**src/rtl/regfile_wb_scheduler.sv**
```systemverilog
// Register-file write-back scheduler: arbitrates ALU/LSU results onto one write port.
// Optional round-robin arbitration is enabled by defining WB_RR_ARB_EN.
module regfile_wb_scheduler #(
  parameter int XLEN = 32
) (
  input  logic            clk,
  input  logic            rst,
  input  logic            alu_valid,
  input  logic [4:0]      alu_rd,
  input  logic [XLEN-1:0] alu_data,
  output logic            alu_ready,
  input  logic            lsu_valid,
  input  logic [4:0]      lsu_rd,
  input  logic [XLEN-1:0] lsu_data,
  output logic            lsu_ready,
  input  logic            issue_valid,
  input  logic [4:0]      issue_rd,
  input  logic [4:0]      rs1,
  input  logic [4:0]      rs2,
  output logic            stall,
  output logic            RegWrite,
  output logic [4:0]      write_register,
  output logic [XLEN-1:0] write_data,
  output logic [31:0]     busy
);

  logic            acc_alu;
  logic            acc_lsu;
  logic            acc;
  logic [4:0]      acc_rd;
  logic [XLEN-1:0] acc_data;
  logic [31:0]     busy_nxt;

  assign acc_alu = alu_valid & alu_ready;
  assign acc_lsu = lsu_valid & lsu_ready;
  assign acc     = acc_alu | acc_lsu;

`ifdef WB_RR_ARB_EN
  typedef enum logic {
    PREF_ALU = 1'b0,
    PREF_LSU = 1'b1
  } arb_t;

  arb_t state;
  arb_t state_nxt;

  // Arbitration preference register
  always_ff @(posedge clk or posedge rst) begin
    if (rst) state <= PREF_ALU;
    else     state <= state_nxt;
  end

  // Preference moves to the source that was not just served
  always_comb begin
    state_nxt = state;
    if (acc_alu)      state_nxt = PREF_LSU;
    else if (acc_lsu) state_nxt = PREF_ALU;
  end

  // Grant the preferred source on a tie, otherwise whoever is valid
  always_comb begin
    alu_ready = 1'b0;
    lsu_ready = 1'b0;
    if (!rst) begin
      if (alu_valid && (!lsu_valid || state == PREF_ALU))
        alu_ready = 1'b1;
      else if (lsu_valid)
        lsu_ready = 1'b1;
    end
  end
`else
  // Fixed priority grant: ALU always wins a tie
  always_comb begin
    alu_ready = 1'b0;
    lsu_ready = 1'b0;
    if (!rst) begin
      if (alu_valid)      alu_ready = 1'b1;
      else if (lsu_valid) lsu_ready = 1'b1;
    end
  end
`endif

  // Select the payload of the accepted source
  always_comb begin
    acc_rd   = 5'd0;
    acc_data = '0;
    unique case (1'b1)
      acc_alu: begin
        acc_rd   = alu_rd;
        acc_data = alu_data;
      end
      acc_lsu: begin
        acc_rd   = lsu_rd;
        acc_data = lsu_data;
      end
      default: ;
    endcase
  end

  // Register the write port; x0 writes are swallowed
  always_ff @(posedge clk or posedge rst) begin
    if (rst) begin
      RegWrite       <= 1'b0;
      write_register <= 5'd0;
      write_data     <= '0;
    end else if (acc && acc_rd != 5'd0) begin
      RegWrite       <= 1'b1;
      write_register <= acc_rd;
      write_data     <= acc_data;
    end else begin
      RegWrite       <= 1'b0;
    end
  end

  // Scoreboard update: clear on write, then set on issue so set wins
  always_comb begin
    busy_nxt = busy;
    if (RegWrite)
      busy_nxt[write_register] = 1'b0;
    if (issue_valid && issue_rd != 5'd0)
      busy_nxt[issue_rd] = 1'b1;
    busy_nxt[0] = 1'b0;
  end

  // Scoreboard register
  always_ff @(posedge clk or posedge rst) begin
    if (rst) busy <= '0;
    else     busy <= busy_nxt;
  end

  // Hazard check against the registered scoreboard only
  always_comb begin
    stall = busy[rs1] | busy[rs2];
  end

endmodule

```
**config.mk**
```make
export PLATFORM = sky130hd
export DESIGN_NAME = regfile_wb_scheduler
export DESIGN_NICKNAME = d
export VERILOG_FILES = /design/src/rtl/regfile_wb_scheduler.sv
export SDC_FILE = /design/constraint.sdc
export NUM_CORES = 1
export LEC_CHECK = 0
export ABC_AREA = 1
export BUFFER_PORTS_ARGS = -buffer_cell sky130_fd_sc_hd__buf_4
export CAP_MARGIN = 20
export CORE_MARGIN = 4
export CORE_UTILIZATION = 35
export CTS_BUF_LIST = sky130_fd_sc_hd__clkbuf_4 sky130_fd_sc_hd__clkbuf_8
export CTS_CLUSTER_SIZE = 28
export DETAILED_ROUTE_END_ITERATION = 8
export GPL_TIMING_DRIVEN = 0
export HOLD_SLACK_MARGIN = 0.15
export PLACE_DENSITY = 0.67
export SETUP_SLACK_MARGIN = 0.5
export SYNTH_ARGS = -nofsm -noshare
export SYNTH_HDL_FRONTEND = slang
export SYNTH_SLANG_ARGS = --single-unit
```
**constraint.sdc**
```tcl
create_clock -name clk -period 4.25 [get_ports clk]
set_input_delay 0.6375 -clock clk [delete_from_list [all_inputs] [get_ports clk]]
set_output_delay 0.6375 -clock clk [all_outputs]
set_load 0.05 [all_outputs]
```
# Word-level counts from Yosys, hierarchy flattened
# Index checks and enable logic that the tools add are counted.
totals:
  out_inout_bits: 73
  in_bits: 94
  reg_bits: 69
  wordCells: 41
op_classes:
  n_bitwise: 7
  n_lt_le_gt_ge: 6
  muxes: 18
  reduce_logical: 6
ops:
  columns: ["cell", "n"]
  rows:
  - ["32-bit 2-to-1 mux", 2]
  - ["32-bit one-hot mux with 2 select lines", 1]
  - ["32-bit AND", 1]
  - ["32-bit inverter", 1]
  - ["32-bit bitwise OR", 1]
  - ["5-bit by 6-bit < comparator with 1-bit output (second input constant)", 4]
  - ["1-bit binary-select mux with 5-bit select", 2]
  - ["1-bit demux with 5-bit select", 2]
  - ["5-bit by 1-bit >= comparator with 1-bit output (second input constant)", 2]
  - ["1-bit 2-to-1 mux", 10]
  - ["5-bit one-hot mux with 2 select lines", 1]
  - ["5-bit nonzero test", 2]
  - ["1-bit logical AND", 4]
  - ["1-bit AND", 2]
  - ["1-bit bitwise OR", 2]

# Logic depth before layout (Yosys ltp)
# Gate-level depths: netlist of run 1.
logic_depth:
  word_depth: 9
  depth_mapped: 11
  depth_no_buf: 9

# Least setup slack after synthesis of run 1
# OpenSTA, ideal clock, no wires.
synth_path:
  kind: "in2out"
  startpoint: "input rst"
  endpoint: "output lsu_ready"
  path_stages: 5
  arrival_time_ps: 2132
  n_path_buf: 2
  required_ps: 3612
  slack_ps: 1480
  path_cell_list: "inv_2 > nand2_2 > nor2_2 > buf_6 > buf_2"
synth_between:
  elab_chain_len: 1
synth_lines:
  columns: ["item", "line", "text"]
  rows:
  - ["start, declared", "7", "input logic rst,"]
  - ["1-bit 2-to-1 mux", "76", "if (!rst) begin"]
  - ["end, declared", "15", "output logic lsu_ready,"]
# Every way passes these cells.

# Worst setup path in the final report of run 1
# Ends and elaborated chain as after synthesis.

==> results of run 1 <==
[worst max-delay path, stage by stage]
cell	delay (ps)
buf_4	120
inv_4	610
nand2_2	80
nor2_2	150
buf_6	160
buf_2	200
buf_4	220
[cells in the mapped netlist (3+ instances only)]
cell type	count
nand3_1	74
a22o_1	32
buf_6	8
nand2_1	119
o21ai_2	32
buf_2	7
clkbuf_1	7
nand2_2	4
o21bai_2	4
o21ai_0	62
inv_1	73
dfrtp_1	69
nor2_1	3
[state kept, by name, summed over array words and instances, names as in the netlist]
| register | count |
|---|---|
| RegWrite | 1 |
| busy | 31 |
| write_data | 32 |
| write_register | 5 |
[layer usage]
metal	share of wire, %	vias up
li1	-	2019
met1	40	1912
met2	47	204
met3	9.2	27
met4	3.2	0
met5	0	-
[cells by family (layout without fill, tap and decap cells)]
family                 Yosys count  count (layout)
and+or+nand+nor                204             204
DFF                             69              69
buffers and inverters           98             275
other                            1               1
AOI/OAI and AO/OA              133             133
[cell type report]
type | count | share of cell area (%)
tap | 140 | 3.104
clock buffer | 10 | 2.438
sequential | 69 | 30.59
multi-input combinational | 338 | 32.59
timing repair buffer | 161 | 21.41
inverter | 74 | 4.966
clock inverter | 6 | 1.951
buffer | 24 | 2.948
[worst min path at each step]
stage,to,slack (ps),cells past startpoint
floorplan,write_data[10],770,2
global placement,write_data[24],520,2
detailed placement,write_data[16],520,2
CTS,write_data[16],490,2
global route,write_data[2],540,2
finish,write_data[31],480,2
[through the flow]
step / instance area [µm²] / utilization [%] / power, mW
2_1_floorplan: 4010 / - / 1.872
3_3_place_gp: 5394 / 48.90 / 2.341
5_1_grt: 5644 / 51.17 / 3.166
4_1_cts: 5644 / 51.17 / 3.028
3_5_place_dp: 5396 / 48.92 / 2.365
6_report: 5644 / 51.17 / 3.014
[power by group]
| group | internal [mW] | leakage, nW | switching, mW |
|---|---|---|---|
| registers | 0.810 | 0.825 | 0.177 |
| logic | 0.427 | 1.93 | 0.935 |
| clock network | 0.404 | 0.119 | 0.261 |
==> summary.md, run 1 <==
| Metric | Value |
|---|---|
| Fraction of synthesized cell area in xor and xnor cells | 0% |
| CTS tree | done |
| Final worst-path cycle share | 66.86% |
| IO Pins | 167 |
| Met1 global-route usage | 24.05% |
| Path type of the worst min-delay path | in -> async |
| Post CTS Setup Buffer Count | 0 |
| N_diodes | 0 |
| Core Footprint | 0.01103 mm² |
| Post-place setup slack | 1337 ps |
| Largest net degree at the start of global routing | 71 |
| Hold Slack | 479.1 ps |
| Simple-gate area share of the yosys netlist | 22.31% |
| Max Slew Vio Count | 0 |
| Starting Density | 36.35% |
| Leading post-synthesis cells by cell area | dfrtp_1, nand2_1, nand3_1, o21ai_0, a22o_1 |
| Max Cap Violations | 0 |
| Final non-filler cell total | 822 |
| Tmin final | 2841 ps |
| Longest Clk Path Bufs | 2 |
| Row count | 38 |
| Slew @ Worst Pin | 845.9 ps |
| Vias in the first global route | 4235 |
| Filler cell count | 1056 |
| Buffers on Ports | 161 |
| CTS clk-pin slew, worst paths | 70 ps |
| Most common cell after layout, fill and taps aside | buf_4 |
| 1st-iter DRT viols | 274 |
| Area Growth Syn to Fin | 40.75% |
| Post-synthesis adder-cell area fraction | 0% |
| Status | complete, no violations |
| Routing usage on met3 | 5.211% |
| Rel. slew slack | 43.61% |
| Worst Setup EP | lsu_ready |
| Clock sink total | 69 |
| Die Ht | 115.0 µm |
| PnR worst setup slack | 1409 ps |
| Multi-input gate area | 0.001839 mm² |
| Clock Skews | 12.19 ps |
| GPL Wtd Cong | 0.9076 |
| Drt pass-1 iters | 5 |
| Register area share after synthesis | 43.06% |
| Htree depth | 3 |
| Library cells used by synthesis | 22 |
| FF-to-FF path depth | 4 |
| WL final | 12960 µm |
| Top FF cell, synth | dfrtp_1 |
| EDFF count, synth | 0 |
| Die area | 0.01323 mm² |
| Global-route wire length before repair | 20910 µm |
| PD cells | 534.0 mW/mm² |
| Worst Setup SP | rst |
| Gr usage total | 20.22% |
| Clock Tree Root | clkbuf_8 |
| Hold Fails Final Rpt | 0 |
| Post-synthesis net count | 599 |
| Worst reg-to-reg setup slack | 2940 ps |
| Global Route met2 Usage | 33.87% |
| Critical path required time | 3610 ps |
| Cells after Synth | 505 |
| Mux cell area share after synthesis | 0% |
| Worst r2r src | write_register[0] |
| HPWL Detailed | 10440 µm |
| Via-per-instance ratio | 5.063 |
| Register area | 0.001727 mm² |
| Top cell type's share of synthesized area | 43.06% |
| Cell taking the most area after synthesis | dfrtp_1 |
| Fmax | 351.9 MHz |
| Hold Buf Count CTS | 0 |
| GRT Residual Overflow | 0 |
| CP Class | in -> out |
| RSZ-0062 raised after global routing | no |
| Post-route antenna net violation count | 0 |
| FF+latch count, synth | 69 |
| Die width | 115.0 µm |
| Synth warn | 0 |
| Nets | 771 |
| Fraction of registers with async set/reset | 100.0% |
| Final setup fails | 0 |
| Wire length per cell | 15.76 µm |
| Commonest non-fill, non-tap cells in the layout | buf_4, nand2_1, nand3_1 |
| Crit Reg-Reg Endpoint | busy[6] |
| Critical path peak fanout | 70 |
| Initial antenna violation count | 0 |
| Placed cells | 806 |
| DR vias | 4162 |
| Syn Area/Cell | 7.941 µm² |
| Global routing's busiest layer | met2 |
| CTS Buf Count | 9 |
| WP data arrival | 2200 ps |
| Critical Path Start Type | primary input |
| Setup TNS Final | 0 ps |
| Ratio of cells with drive above 1 in the final layout | 35.19% |
| Resize count post-CTS | 0 |
| Largest family of logic cells by synthesized area | compound AO/OA/AOI/OAI gates |
| P_leak | 2.872 nW |
| DRC | 0 |
| Worst-Skew Late Latency | 360 ps |
| Crit. End Element | primary output |
| Synth Cell Area | 0.004010 mm² |
| Max IR drop VDD | 0.3261 mV |
| Compound-Gate Fraction of Synth Area | 23.46% |
No activity file was read; power rests on OpenSTA's default activity.
==> inputs of run 2 (changes only) <==
Settings changed: ABC_AREA 1 to 0, PLACE_DENSITY 0.67 to 0.72.
Clock period 4.25 ns to 2.5 ns, I/O delays scaled along.
==> run 2 against run 1 <==
- via count down 15%
- clock power rose by 43%
- total power is 66% higher
- cell count shrank 20%
- wire length shrank 9.1%
- non-clock buffer count grew 8
- flip-flop and latch count unchanged
- critical path type is now reg -> out
==> summary.md, run 2 <==
| Metric | Value |
|---|---|
| Final non-filler cell total | 656 |
| Buffers on Ports | 161 |
| DR vias | 3551 |
| Longest Clk Path Bufs | 2 |
| Crit. End Element | primary output |
| Combinational group share of total power | 47.1% |
| Htree depth | 3 |
| Worst-Skew Late Latency | 340 ps |
| Row count | 36 |
| Hold Fails Final Rpt | 0 |
| Die Ht | 107.7 µm |
| Nets | 613 |
| Final worst-path cycle share | 96.14% |
| Die width | 107.7 µm |
| Count leader, synth | o21ai_0 |
| Top FF cell, synth | dfrtp_1 |
| Clock Tree Root | clkbuf_8 |
| Hold Slack | 178.8 ps |
| DRC | 0 |
| Most common cell after layout, fill and taps aside | buf_4 |
| P_sw | 2.198 mW |
| Path type of the worst min-delay path | in -> async |
| Crit Reg-Reg Endpoint | busy[18] |
| Worst reg-to-reg setup slack | 890 ps |
| Max Cap Violations | 0 |
| N_diodes | 0 |
| Critical Path Start Type | register |
| Final Util | 53.76% |
| Synth warn | 0 |
| Biggest regs | write_data x32, busy x31, write_register x5 |
| Register area share after synthesis | 49.66% |
| RSZ-0062 raised after global routing | yes |
| Library cells used by synthesis | 35 |
| CTS Buf Count | 9 |
| Wire length per cell | 17.95 µm |
| IO Pins | 167 |
| Critical path required time | 2120 ps |
| 1st-iter DRT viols | 157 |
| Via-per-instance ratio | 5.413 |
| P_leak | 2.295 nW |
| Area Growth Syn to Fin | 50.41% |
| HPWL Detailed | 9241 µm |
| GRT Residual Overflow | 0 |
| GPL Wtd Cong | 0.8432 |
| Ratio of cells with drive above 1 in the final layout | 46.27% |
| Setup TNS Final | 0 ps |
| Core Footprint | 0.009729 mm² |
| Slew @ Worst Pin | 756.0 ps |
| Rel. slew slack | 49.50% |
| Cells after Synth | 338 |
| Commonest non-fill, non-tap cells in the layout | buf_4, o21ai_0, dfrtp_1 |
| Max IR drop VDD | 0.5115 mV |
| Largest net degree at the start of global routing | 37 |
| Syn Area/Cell | 10.29 µm² |
| Initial antenna violation count | 0 |
| FF-to-FF path depth | 4 |
| CP Class | reg -> out |
| Clock Skews | 6.339 ps |
| Max Slew Vio Count | 0 |
| Global-route wire length before repair | 18830 µm |
| Cell taking the most area after synthesis | dfrtp_1 |
| PD cells | 957.9 mW/mm² |
| Internal power | 2.812 mW |
| Biggest register | write_data |
| WP data arrival | 2030 ps |
| Vias in the first global route | 3745 |
| Critical path peak fanout | 4 |
| Worst r2r src | write_register[4] |
| Clock power share | 19.1% |
| Leading post-synthesis cells by cell area | dfrtp_1, o21ai_0, mux4_2, a22oi_1, nand2_1 |
| CTS clk-pin slew, worst paths | 70 ps |
| Switching part of the total | 43.87% |
| Clock sink total | 69 |
| EDFF count, synth | 0 |
| Drt pass-1 iters | 5 |
| Sequential power share | 33.9% |
| Status | complete, no violations |
| Post-route antenna net violation count | 0 |
| Placed cells | 633 |
| Top post-synthesis cells by count | o21ai_0, dfrtp_1, nand2_1 |
| Fmax | 416.1 MHz |
| CTS tree | done |
| Tmin final | 2403 ps |
| Gr usage total | 20.94% |
| WL final | 11770 µm |
| Starting Density | 35.74% |
| Top cell type's share of synthesized area | 49.66% |
| Synth Cell Area | 0.003477 mm² |
| FF+latch count, synth | 69 |
| Die area | 0.01159 mm² |
| Post-synthesis net count | 432 |
| Fraction of registers with async set/reset | 100.0% |
| Final setup fails | 0 |
| Max reg flops | 32 |
## run 2: cell types whose count changed in the layout (fill, tap and decap cells not counted), sizes merged, moves of 3 or more
cell,delta
nand3b,+13
a21oi,+4
a222oi,+4
a22oi,+31
mux4,+14
a22o,-32
nor3b,+3
or3b,+4
inv,-67
nand2,-86
o21bai,-4
nand3,-71
clkbuf,+10
mux2,+3
## run 2: through the flow
step	worst slack, ps	total power [mW]	area, µm²
after detailed placement	146.6	3.995	4926
after CTS	86.97	5.019	5225
after global routing	1.921	5.246	5230
after global placement	192.1	3.937	4906
final	96.55	5.010	5230
after floorplan	163.2	3.143	3531
## run 2: how the worst max path moves through the flow
stage	from	to	slack (ps)	cells past startpoint
floorplan	busy[31]	stall	160	4
global placement	rst	lsu_ready	190	5
detailed placement	rst	lsu_ready	150	5
CTS	busy[19]	stall	90	6
global route	busy[19]	stall	2	6
finish	busy[19]	stall	100	6
## run 2: timing repair
item / in CTS / in global routing
pin swaps: 3 / 0
gates resized for setup: 10 / 1
setup endpoints to repair: 3 / 2
hold buffers: 0 / 0
setup buffers: 8 / 0
## run 2: area by class of cell
type / instances / area, µm²
buffer: 23 / 140.1
tap: 133 / 166.4
multi-input combinational: 238 / 1642
fill: 878 / 4499
timing repair buffer: 170 / 1292
clock inverter: 1 / 30.03
clock buffer: 14 / 180.2
inverter: 8 / 33.78
sequential: 69 / 1745
## run 2: worst max-delay path, stage by stage (launching register included)
cell and delay, ps:
dfrtp_2 430, mux4_2 470, mux2_4 280, a21oi_2 110, a41o_1 100, nand4_1 110
buf_6 180
## run 2: routing by layer
layer  wire length, µm  part of all wire, %  track usage, %  up-vias
met5                 0                    0               0        -
met3              1134                  9.6           5.279       28
li1                  -                    -               -     1642
met4               355                  3.0           10.01        0
met2              5834                   50           35.66      202
met1              4449                   38           24.60     1679
## run 2: kinds of logic after synthesis
kind of cell | after synthesis | share of synthesized area, %
AND/OR/NAND/NOR | 75 | 11.33
flip-flops | 69 | 49.66
buffers and inverters | 31 | 3.778
other | 1 | 0.1078
AO/OA/AOI/OAI | 143 | 24.51
multiplexers | 19 | 10.62
## run 2: power by group through the flow
stage | clock (mW) | combinational [mW] | sequential [mW]
2_1_floorplan | 0 | 0.574 | 2.57
6_report | 0.954 | 2.36 | 1.70
3_3_place_gp | 0 | 2.24 | 1.69
3_5_place_dp | 0 | 2.28 | 1.72
5_1_grt | 1.02 | 2.50 | 1.73
4_1_cts | 0.965 | 2.37 | 1.68
==> inputs of run 3 (changes only) <==
--- a/config.mk
+++ b/config.mk
@@ -17,5 +17,7 @@
 export HOLD_SLACK_MARGIN = 0.15
 export PLACE_DENSITY = 0.72
+export RECOVER_POWER = 25
 export SETUP_SLACK_MARGIN = 0.5
+export SLEW_MARGIN = 20
 export SYNTH_ARGS = -nofsm -noshare
 export SYNTH_HDL_FRONTEND = slang
==> constraint.sdc (replaced) <==
create_clock -name clk -period 2.5 [get_ports clk]
set_input_delay 0.125 -clock clk [delete_from_list [all_inputs] [get_ports clk]]
set_output_delay 0.125 -clock clk [all_outputs]
set_load 0.05 [all_outputs]
==> run 3 against run 2 <==
- the run now ends with max-capacitance violations, max-slew violations left
- clock power decreased by 2%
- flip-flop and latch count unchanged
- first-iteration DRC count up 51%
==> summary.md, run 3 (synthesis results as in run 2) <==
| Metric | Value |
|---|---|
| HPWL Detailed | 9246 µm |
| Die width | 107.7 µm |
| Biggest register | write_data |
| Register area | 0.001748 mm² |
| Worst-Skew Late Latency | 340 ps |
| Cell chain of the critical path | mux4_2 > mux2_4 > a311oi_2 > nand4_1 > buf_6 |
| Worst Setup EP | stall |
| Setup TNS Final | 0 ps |
| Critical Path Start Type | register |
| Max IR drop VDD | 0.4906 mV |
| Htree depth | 3 |
| Hold Fails Final Rpt | 0 |
| Buffers on Ports | 161 |
| Vias in the first global route | 4214 |
| WL final | 13810 µm |
| Status | finished, violations left |
| Crit. End Element | primary output |
| Largest net degree at the start of global routing | 37 |
| Row count | 36 |
| Rel. slew slack | -0.6528% |
| Max incr delay on CP | 480 ps |
| Worst reg-to-reg setup slack | 870 ps |
| Global-route wire length before repair | 21850 µm |
| Tmin final | 2187 ps |
| Worst r2r src | write_register[4] |
| Biggest regs | write_data x32, busy x31, write_register x5 |
| Worst path depth | 5 |
| Starting Density | 35.74% |
| Max Cap Violations | 1 |
| P_leak | 2.541 nW |
| Worst path bufs/invs | 1 |
| Die Ht | 107.7 µm |
| Gr usage total | 24.12% |
| GPL Wtd Cong | 0.8517 |
| Multi-input gate area | 0.001649 mm² |
| Die area | 0.01159 mm² |
| Via-per-instance ratio | 5.490 |
| Final setup fails | 0 |
| Commonest non-fill, non-tap cells in the layout | buf_4, o21ai_0, dlygate4sd3_1 |
| Drt pass-1 iters | 5 |
| Critical path peak fanout | 3 |
| Area after DPL | 0.004896 mm² |
| WP data arrival | 2060 ps |
| CTS clk-pin slew, worst paths | 70 ps |
| CP top delay family | multiplexers |
| Fin area | 0.005972 mm² |
| Failing checks | max-capacitance violations, max-slew violations |
| Final non-filler cell total | 733 |
| Nets | 689 |
| Filler cell count | 762 |
| Critical path required time | 2380 ps |
| Post-place setup slack | 472.0 ps |
| Path type of the worst min-delay path | in -> reg |
| Slew @ Worst Pin | 1502 ps |
| Worst Setup SP | busy[30] |
| Post-route antenna net violation count | 0 |
| Clock Skews | 7.865 ps |
| DR vias | 4024 |
| CTS tree | done |
| Core Footprint | 0.009729 mm² |
| 1st-iter DRT viols | 237 |
| Final worst-path cycle share | 87.49% |
| Hold Slack | 219.6 ps |
| N_diodes | 0 |
| PD cells | 856.9 mW/mm² |
| DRC | 0 |
| FF-to-FF path depth | 4 |
| PnR worst setup slack | 312.7 ps |
| Longest Clk Path Bufs | 2 |
| Wire length per cell | 18.84 µm |
| GRT Residual Overflow | 0 |
| Fmax | 457.2 MHz |
| Clock Tree Root | clkbuf_8 |
| Slowest-stage cell, CP | mux4_2 |
| Initial antenna violation count | 0 |
| Clock sink total | 69 |
| Ratio of cells with drive above 1 in the final layout | 40.33% |
| Crit Reg-Reg Endpoint | busy[16] |
| Max Slew Vio Count | 34 |
| Most common cell after layout, fill and taps aside | buf_4 |
| CTS Buf Count | 9 |
| CP Class | reg -> out |
| RSZ-0062 raised after global routing | yes |
| Max reg flops | 32 |
| Area Growth Syn to Fin | 71.75% |
| Placed cells | 633 |
| IO Pins | 167 |
run 3: timing repair:
item	4_1_cts	5_1_grt
pin swaps	1	2
buffers inserted	7	1
hold endpoints to repair	75	0
endpoints found under the setup margin	1	40
resized for setup	4	21
hold buffers	76	0
run 3: how the worst min path moves through the flow:
stage	start	to	slack, ps	depth (start not counted)
after floorplan	lsu_rd[0]	write_register[0]	270	2
after global placement	lsu_rd[0]	write_register[0]	370	3
after detailed placement	rst	write_data[14]	180	2
after CTS	alu_rd[1]	write_register[1]	210	4
after global routing	issue_rd[0]	busy[28]	220	3
final	issue_rd[0]	busy[28]	220	3
run 3: report_power, final:
part	internal [mW]	switching, mW	total, mW
sequential	1.41	0.294	1.70
clock	0.523	0.413	0.936
combinational	0.925	1.56	2.48
total	2.85	2.26	5.12
run 3: area by class of cell:
cell class,count,share of cell area (%)
Buffer,23,2.032
Clock buffer,12,2.661
Clock inverter,4,0.7961
Inverter,8,0.5238
Multi-Input combinational cell,238,27.61
Sequential cell,69,29.27
Tap cell,133,2.787
Timing Repair Buffer,246,34.32
run 3: per-stage QoR:
| stage | util, % | total power [mW] |
|---|---|---|
| floorplan | - | 3.141 |
| global placement | 50.09 | 3.937 |
| detailed placement | 50.32 | 3.992 |
| CTS | 60.98 | 5.078 |
| global route | 61.38 | 5.356 |
| finish | 61.38 | 5.117 |
run 3: worst min-delay path, delay by kind of cell:
family	cells	cell delay, ps
AOI/OAI and AO/OA	1	100
and+or+nand+nor	1	190
buffers and inverters	1	90
run 3: per-layer routing:
layer | track usage (%) | up-vias | share of wire [%]
met5 | 0 | - | 0
met2 | 40.32 | 272 | 49
met4 | 8.747 | 0 | 2.0
met3 | 8.338 | 30 | 11
li1 | - | 1788 | -
met1 | 28.74 | 1934 | 37
